===== src/rtl/cpu_pkg.sv =====
// Shared definitions for the register-file write-back path.
//   XLEN     : result / RF write data width
//   NREG     : architectural register count
//   REG_AW   : register address width
//   LQ_DEPTH : default load-result buffer depth
//   wb_req_t : one write-back request (destination + data)
package cpu_pkg;

    localparam int XLEN     = 32;
    localparam int NREG     = 32;
    localparam int REG_AW   = $clog2(NREG);
    localparam int LQ_DEPTH = 2;

    typedef struct packed {
        logic [REG_AW-1:0] rd;
        logic [XLEN-1:0]   data;
    } wb_req_t;

endpackage


===== src/rtl/wb_load_fifo.sv =====
// Small FIFO holding load results that lost write-port arbitration.
// Ports:
//   clk, rst_n   clock / async active-low reset (flushes the FIFO)
//   i_push       enqueue i_push_req at the tail
//   i_pop        dequeue the head (caller guarantees non-empty)
//   o_head       head entry (valid when !o_empty)
//   o_count      number of stored entries
//   o_empty      count == 0
module wb_load_fifo
    import cpu_pkg::*;
#(
    parameter int DEPTH = 2,
    parameter int CW    = $clog2(DEPTH + 1)
) (
    input  logic          clk,
    input  logic          rst_n,
    input  logic          i_push,
    input  wb_req_t       i_push_req,
    input  logic          i_pop,
    output wb_req_t       o_head,
    output logic [CW-1:0] o_count,
    output logic          o_empty
);

    localparam int PW = (DEPTH > 1) ? $clog2(DEPTH) : 1;

    wb_req_t        mem_q [DEPTH];
    logic [PW-1:0]  wr_ptr_q, wr_ptr_d;
    logic [PW-1:0]  rd_ptr_q, rd_ptr_d;
    logic [CW-1:0]  count_q,  count_d;

    // Pointers wrap explicitly so non-power-of-two depths work too.
    function automatic logic [PW-1:0] ptr_inc(input logic [PW-1:0] p);
        return (p == PW'(DEPTH - 1)) ? '0 : p + 1'b1;
    endfunction

    always_comb begin
        wr_ptr_d = wr_ptr_q;
        rd_ptr_d = rd_ptr_q;
        count_d  = count_q;
        if (i_push) wr_ptr_d = ptr_inc(wr_ptr_q);
        if (i_pop)  rd_ptr_d = ptr_inc(rd_ptr_q);
        case ({i_push, i_pop})
            2'b10:   count_d = count_q + 1'b1;
            2'b01:   count_d = count_q - 1'b1;
            default: count_d = count_q;
        endcase
    end

    always_ff @(posedge clk or negedge rst_n) begin
        if (!rst_n) begin
            wr_ptr_q <= '0;
            rd_ptr_q <= '0;
            count_q  <= '0;
        end else begin
            wr_ptr_q <= wr_ptr_d;
            rd_ptr_q <= rd_ptr_d;
            count_q  <= count_d;
        end
    end

    // Storage needs no reset: an entry is only read after it was written.
    always_ff @(posedge clk) begin
        if (i_push) mem_q[wr_ptr_q] <= i_push_req;
    end

    assign o_head  = mem_q[rd_ptr_q];
    assign o_count = count_q;
    assign o_empty = (count_q == '0);

endmodule


===== src/rtl/reg_writeback.sv =====
// Write-side master of the register file: arbitrates ALU and load results
// onto the single RF write port and tracks pending destinations for decode
// hazard detection.
// Ports:
//   clk, rst_n                     clock / async active-low reset
//   i_issue_valid, i_issue_rd      instruction with destination issued
//   i_alu_valid/rd/data            ALU result (no backpressure)
//   i_lsu_valid/rd/data, o_lsu_ready  load result handshake
//   i_rs1, i_rs2, o_rs1_busy, o_rs2_busy  decode hazard lookup
//   o_we, o_waddr, o_wdata         registered RF write port
// Priority: ALU > buffered load > direct (bypass) load.
module reg_writeback
    import cpu_pkg::*;
#(
    parameter int LQ_DEPTH = cpu_pkg::LQ_DEPTH
) (
    input  logic              clk,
    input  logic              rst_n,
    input  logic              i_issue_valid,
    input  logic [REG_AW-1:0] i_issue_rd,
    input  logic              i_alu_valid,
    input  logic [REG_AW-1:0] i_alu_rd,
    input  logic [XLEN-1:0]   i_alu_data,
    input  logic              i_lsu_valid,
    input  logic [REG_AW-1:0] i_lsu_rd,
    input  logic [XLEN-1:0]   i_lsu_data,
    output logic              o_lsu_ready,
    input  logic [REG_AW-1:0] i_rs1,
    input  logic [REG_AW-1:0] i_rs2,
    output logic              o_rs1_busy,
    output logic              o_rs2_busy,
    output logic              o_we,
    output logic [REG_AW-1:0] o_waddr,
    output logic [XLEN-1:0]   o_wdata
);

    localparam int CW = $clog2(LQ_DEPTH + 1);

    logic              we_q,    we_d;
    logic [REG_AW-1:0] waddr_q, waddr_d;
    logic [XLEN-1:0]   wdata_q, wdata_d;
    logic [NREG-1:0]   mask_q,  mask_d;

    wb_req_t        head;
    wb_req_t        lsu_req;
    wb_req_t        sel_req;
    logic [CW-1:0]  lq_count;
    logic           lq_empty;
    logic           lq_push;
    logic           lq_pop;
    logic           lsu_acc;
    logic           sel_valid;
    logic           bypass;

    assign lsu_req = '{rd: i_lsu_rd, data: i_lsu_data};

    wb_load_fifo #(.DEPTH(LQ_DEPTH)) u_lq (
        .clk        (clk),
        .rst_n      (rst_n),
        .i_push     (lq_push),
        .i_push_req (lsu_req),
        .i_pop      (lq_pop),
        .o_head     (head),
        .o_count    (lq_count),
        .o_empty    (lq_empty)
    );

    // Ready depends only on registered occupancy, so a full buffer refuses
    // a load even in a cycle where it is also being popped.
    assign o_lsu_ready = (lq_count < CW'(LQ_DEPTH));
    assign lsu_acc     = i_lsu_valid && o_lsu_ready;

    always_comb begin
        sel_valid = 1'b0;
        sel_req   = '0;
        lq_pop    = 1'b0;
        bypass    = 1'b0;
        if (i_alu_valid) begin
            sel_valid = 1'b1;
            sel_req   = '{rd: i_alu_rd, data: i_alu_data};
        end else if (!lq_empty) begin
            sel_valid = 1'b1;
            sel_req   = head;
            lq_pop    = 1'b1;
        end else if (lsu_acc) begin
            sel_valid = 1'b1;
            sel_req   = lsu_req;
            bypass    = 1'b1;
        end
        lq_push = lsu_acc && !bypass;

        // x0 results are consumed without touching the write port.
        we_d    = sel_valid && (sel_req.rd != '0);
        waddr_d = we_d ? sel_req.rd   : waddr_q;
        wdata_d = we_d ? sel_req.data : wdata_q;
    end

    // Clear on the RF write edge first so a same-edge issue of that rd wins.
    always_comb begin
        mask_d = mask_q;
        if (we_q) mask_d[waddr_q] = 1'b0;
        if (i_issue_valid && (i_issue_rd != '0)) mask_d[i_issue_rd] = 1'b1;
        mask_d[0] = 1'b0;
    end

    always_ff @(posedge clk or negedge rst_n) begin
        if (!rst_n) begin
            we_q    <= 1'b0;
            waddr_q <= '0;
            wdata_q <= '0;
            mask_q  <= '0;
        end else begin
            we_q    <= we_d;
            waddr_q <= waddr_d;
            wdata_q <= wdata_d;
            mask_q  <= mask_d;
        end
    end

    assign o_we       = we_q;
    assign o_waddr    = waddr_q;
    assign o_wdata    = wdata_q;
    assign o_rs1_busy = mask_q[i_rs1];
    assign o_rs2_busy = mask_q[i_rs2];

endmodule


===== config.mk =====
export PLATFORM = sky130hd
export DESIGN_NAME = reg_writeback
export DESIGN_NICKNAME = d
export VERILOG_FILES = /design/src/rtl/cpu_pkg.sv /design/src/rtl/wb_load_fifo.sv /design/src/rtl/reg_writeback.sv
export SDC_FILE = /design/constraint.sdc
export NUM_CORES = 1
export LEC_CHECK = 0
export ABC_AREA = 1
export CAP_MARGIN = 20
export CORE_ASPECT_RATIO = 1.25
export CORE_UTILIZATION = 50
export CTS_CLUSTER_DIAMETER = 150
export CTS_CLUSTER_SIZE = 16
export DETAILED_ROUTE_END_ITERATION = 10
export PLACE_DENSITY = 0.79
export RECOVER_POWER = 100
export SLEW_MARGIN = 40
export SYNTH_ARGS = -nofsm -noshare
export SYNTH_HDL_FRONTEND = slang
export SYNTH_SLANG_ARGS = --single-unit
export TNS_END_PERCENT = 1

===== constraint.sdc =====
create_clock -name clk -period 5.7 [get_ports clk]
set_input_delay 0.57 -clock clk [delete_from_list [all_inputs] [get_ports clk]]
set_output_delay 0.57 -clock clk [all_outputs]
set_load 0.01 [all_outputs]

=== After elaboration in Yosys (flattened, before gate mapping) ===
Memories as Yosys holds them, arrays and structs flattened.
Index checks and enable logic that the tools add are counted.

* Div/mod/pow operators: 0
* Mux-type cells: 25
* Equality and inequality tests: 2
* Magnitude comparators: 7
* Multipliers: 0
* Bitwise operators: 3
* Reductions and logical operators: 11
* $add $sub $neg: 4
* Shift-type cells: 0

{| class="wikitable"
|+ Operator list
! kind !! count
|-
| two-way mux 37 bit || 3
|-
| two-way mux 32 bit || 2
|-
| AND 32 bit || 1
|-
| NOT 32 bit || 1
|-
| bitwise OR 32 bit || 1
|-
| less-than comparator 5 x 6 -> 1 bit (second input constant) || 4
|-
| two-way mux 1 bit || 15
|-
| binary-select mux 1 bit (select 5 bit) || 2
|-
| demux 1 bit (select 5 bit) || 2
|-
| greater-or-equal comparator 5 x 1 -> 1 bit (second input constant) || 2
|-
| nonzero test 5 bit || 2
|-
| logical AND 1 bit || 6
|-
| one-hot mux 2 bit (2 select lines) || 1
|-
| adder 1 bit (second input constant) || 2
|-
| adder 2 x 1 -> 2 bit (second input constant) || 1
|-
| equality test 2 x 1 -> 1 bit (second input constant) || 1
|-
| equality test 2 bit (second input constant) || 1
|-
| zero test 2 bit || 1
|-
| less-than comparator 2 bit (second input constant) || 1
|-
| nonzero test 2 bit || 1
|-
| subtractor 2 x 1 -> 2 bit (second input constant) || 1
|-
| zero test 1 bit || 1
|}

* Input port bits: 94
* Latch bits: 0
* Logic and storage cells: 60
* Memories kept: 1
* RAM bits: 74
* Output and inout port bits: 41
* Register bits: 73
* Memory bits (read-only): 0

{| class="wikitable"
|+ Memory list
! name !! words !! bits a word !! read ports !! clocked after Yosys merged registers in !! wr ports !! line !! source
|-
| u_lq.mem_q || 2 || 37 || 1 || 0 || 1 || wb_load_fifo.sv:27 || <nowiki>wb_req_t mem_q [DEPTH];</nowiki>
|}

=== Logic depth before layout (Yosys ltp) ===
* Depth in word-level cells: 9
* Gate-level depth with buffers: 12
* Depth with buffers taken out: 10

=== Modules after synthesis ===
From an unflattened synthesis, not the netlist that was laid out.

* Cells, all modules: 836
* Area total of the unflattened synthesis: 7,190.6 sq um

{| class="wikitable"
|+ Modules (own cells, without submodules)
! module !! area each (sq um) !! cells each !! instances !! sequential area each (sq um)
|-
| reg_writeback || 4,235.3 || 620 || 1 || 1,726.7
|-
| wb_load_fifo || 2,955.3 || 216 || 1 || 2,322.2
|}

=== Worst setup path before layout ===
No wires, ideal clock.

* Path type: input -> register
* Start: input i_lsu_valid
* End: memory u_lq.mem_q[0][0] in the netlist's numbering, enable pin
* Path buffers: 2
* Cell stages on the path: 5
* Required time: 5.269 ns
* Setup slack: 2.384 ns
* Library setup time: 0.431 ns
* Data arrival time: 2.885 ns
* Path through: clkbuf_1 -> nand2_1 -> or2_2 -> clkbuf_1 -> nor2_1

* Longest elaborated chain between the ends: 8

{| class="wikitable"
|+ Ends and longest elaborated chain
! what !! line !! source
|-
| start, declared || reg_writeback.sv:24 || <nowiki>input logic i_lsu_valid,</nowiki>
|-
| logical AND 1 bit * || reg_writeback.sv:71 || <nowiki>assign lsu_acc = i_lsu_valid && o_lsu_ready;</nowiki>
|-
| two-way mux 1 bit || reg_writeback.sv:85 || <nowiki>end else if (lsu_acc) begin</nowiki>
|-
| two-way mux 1 bit || reg_writeback.sv:81 || <nowiki>end else if (!lq_empty) begin</nowiki>
|-
| two-way mux 1 bit || reg_writeback.sv:78 || <nowiki>if (i_alu_valid) begin</nowiki>
|-
| zero test 1 bit || reg_writeback.sv:90 || <nowiki>lq_push = lsu_acc && !bypass;</nowiki>
|-
| logical AND 1 bit * || reg_writeback.sv:90 ||
|-
| two-way mux 1 bit * || wb_load_fifo.sv:64 || <nowiki>if (i_push) mem_q[wr_ptr_q] <= i_push_req;</nowiki>
|-
| two-way mux 1 bit (implied by the code) * || wb_load_fifo.sv:64 ||
|-
| end, declared || wb_load_fifo.sv:27 ||
|}

Mark *: on every way between the ends. The rest lies on a longest branch, timed or not.

=== Final worst setup path ===
* Start: input i_lsu_valid
* End: memory u_lq.mem_q[1][11] in the netlist's numbering, enable pin

Same word-level chain as after synthesis.

==> results by group <==
Synthesis
  • Post-Syn Nets: 921
  • Post-synth top area share: 0.3058
  • Seq cells post-synth: 147
  • Synth top area cells: edfxtp_1 (31%), dfrtp_1 (25%), nand2_1 (13%), nand3_1 (9.2%), o21ai_0 (4.3%)
  • Syn. warnings: 0
  • Register area share after synthesis: 0.5572
  • Average size of a mapped cell: 8.798 um^2
  • Post-synth top area cell: edfxtp_1
  • Yosys cell types: 23
  • Mapped Area: 0.007267 mm^2
  • Mapped Cells: 826

Worst setup path
  • Slowest CP cell: clkbuf_1
  • Crit path DAT: 4.25 ns
  • Endpoint class of the critical path: register
  • Crit-path max cell delay: 1.32 ns
  • Buf/Inv on CP: 4
  • Crit start category: input pin
  • Crit Path Max Fanout: 36
  • Top cell by count, worst path: buf_8
  • Worst path top cell family by delay: buffers and inverters
  • Worst EP required: 5.83 ns
  • Critical path cell sequence: dlygate4sd3_1 > clkbuf_1 > nand2_1 > or2_2 > nor2_1 > buf_8 > buf_8
  • Setup CP Type: input pin to register

GRT
  • Grt ovf: 0
  • Pin count of the biggest net entering global routing: 74
  • Tot GR Track Use: 0.2669
  • Initial antenna violation count: 3
  • Vias in the first global route: 6,141
  • First-pass GRT wire length: 30,060 um

Place
  • # placed instances: 1,101
  • Count of input and output buffers: 134
  • Final Wtd Congestion: 0.9480
  • Detailed placement HPWL: 12,830 um

Drt
  • TritonRoute pass-1 iters: 5
  • Routed vias: 6,282
  • Initial DRC Count: 479
  • ANT nets after route: 0
  • DRT Wirelength: 19,120 um
  • Mean routed wirelength per cell: 16.83 um
  • DR vias/cell: 5.530
  • DRC violations left: 0

Clocking
  • Post-cts gate resize count: 0
  • Clk pin slew, worst setup/hold paths: 0.06 ns
  • Number of CTS-inserted buffers: 17
  • CTS sink count: 147
  • H-tree depth: 4
  • CTS Root Cell: clkbuf_16
  • Worst-Skew Late Latency: 0.41 ns
  • Clock Path Buffers: 2
  • Cts hold-fix bufs: 0
  • CTS tree: yes
  • Post-CTS setup buffers: 0

Power and ir drop
  • Pwr Total: 4.185 mW
  • Clock Power Share: 0.250
  • VDD IR max: 0.2408 mV
  • NetSw: 1.539 mW
  • Combinational group share of total power: 0.351
  • Cell Pwr Density: 449.0 mW/mm^2
  • P_leak: 3.876 nW
  • Seq pwr share: 0.399
  • Switching share of power: 0.3678
  • Int Power: 2.646 mW

Timing
  • Final clock skew: 0.009422 ns
  • Final critical-path required period: 4.128 ns
  • Pins Over Slew Limit: 111
  • Final period util: 0.7243
  • Final hold vios: 0
  • Slew headroom: -1.637
  • Final setup viols: 0
  • Least-Margin Pin Slew: 3.956 ns
  • Fin Hold WS: 0.4775 ns
  • Peak Freq: 242.2 MHz
  • Setup TNS: 0 ns
  • Unrepaired setup endpoints after global routing: no

Final layout
  • Area growth syn-to-layout: 28.27%
  • Ratio of cells with drive above 1 in the final layout: 0.08142
  • NumNets Final: 1,040
  • Final Non-Filler Cells: 1,136
  • Post-layout util: 0.6661

Status
  • Failing checks: max-capacitance violations, max-slew violations
  • Outcome: finished with violations

Die
  • Number of cell rows: 48
  • Die Wd: 109.8 um
  • Core Region: 0.01399 mm^2
  • Die height: 136.8 um
  • IO Pins: 135
  • Initial Util: 0.5193
  • DIE AREA: 0.01502 mm^2

Flow run
  • MaxCap Viol Count: 2

Worst hold path
  • Hold Crit Class: register to register
logic make-up after synthesis:
logic type / count (synthesis) / synth area share
buf+inv: 104 / 0.05733
fa+ha+maj: 1 / 0.001721
xor+xnor: 4 / 0.004822
flops: 147 / 0.5572
simple gates: 436 / 0.2626
compound gates: 134 / 0.1164
Yosys cell counts:
| master | count |
|---|---|
| nand3_1 | 134 |
| inv_1 | 58 |
| buf_6 | 3 |
| xnor2_1 | 1 |
| buf_1 | 7 |
| o21bai_1 | 32 |
| edfxtp_1 | 74 |
| buf_2 | 3 |
| ha_1 | 1 |
| or2_2 | 33 |
| a21oi_1 | 1 |
| or2_1 | 3 |
| nand3_2 | 1 |
| o21ai_0 | 63 |
| clkbuf_1 | 30 |
| nor2_2 | 2 |
| nand2_2 | 1 |
| dfrtp_1 | 73 |
| xor2_1 | 3 |
| nand2_1 | 254 |
| o211ai_1 | 38 |
| nor2_1 | 8 |
| inv_2 | 3 |
final timing paths:
check | from | end | slack (ns) | depth (start not counted)
max in group asynchronous | rst_n | mask_q[9] | 1.95 | 1
min | o_wdata[10] | o_wdata[10] | 0.48 | 2
max | i_lsu_valid | u_lq.mem_q[1][11] | 1.57 | 7
min in group asynchronous | rst_n | o_wdata[17] | 1.53 | 1
max reg2reg | u_lq.o_count[0] | o_wdata[29] | 2.28 | 11
min reg2reg | o_wdata[10] | o_wdata[10] | 0.48 | 2
worst reg2reg max path, stage by stage, from the launching register on:
cell     delay, ns
dfrtp_1       0.47
inv_2         0.05
nand2_2       0.60
nand2_1       0.24
nand2_1       0.14
nand2_1       0.07
nand2_1       0.09
nand3_2       0.62
nor2_4        0.71
buf_16        0.23
nand2_1       0.08
nand2_1       0.07
power groups by stage:
stage	registers, mW	logic (mW)	clock network [mW]
after global placement	1.69	1.44	0
after CTS	1.67	1.53	1.06
after floorplan	1.68	0.858	0
final	1.67	1.47	1.05
after global routing	1.71	1.65	1.10
after detailed placement	1.68	1.51	0
placed cells by master (no fill, tap or decap), drive strengths merged:
cell type	instances
xnor2	1
inv	65
clkbuf	20
a21oi	1
edfxtp	74
clkdlybuf4s50	53
nor2	10
clkinvlp	4
nand2	255
or2	36
dfrtp	73
bufinv	1
o21ai	63
buf	8
xor2	3
o21bai	32
clkinv	5
dlygate4sd3	80
o211ai	38
nand3	135
ha	1
diode	3
per-stage QoR:
step / cell area [um^2] / setup slack [ns]
2_1_floorplan: 7267 / 2.384
3_3_place_gp: 8687 / 1.554
3_5_place_dp: 8781 / 1.873
4_1_cts: 9340 / 2.106
5_1_grt: 9319 / 1.156
6_report: 9321 / 1.572
registers in the layout, indices dropped and copies added, names as in the netlist:
signal	count
u_lq.rd_ptr_q	1
u_lq.wr_ptr_q	1
o_wdata	32
u_lq.o_count	2
o_we	1
mask_q	31
u_lq.mem_q	74
o_waddr	5
final cells by class:
class,instances,area (um^2)
Antenna cell,3,7.507
Clock buffer,18,429.2
Clock inverter,14,130.1
Fill cell,1140,4672
Inverter,61,231.5
Multi-Input combinational cell,575,2806
Sequential cell,147,4049
Tap cell,175,219.0
Timing Repair Buffer,143,1449
metal layers:
metal  GRT usage  wire length, um
met1      0.3261             7585
met2      0.4392             9579
met3     0.05429             1193
met4      0.1467              744
met5           0               13
Power figures use the tool's default switching activity.
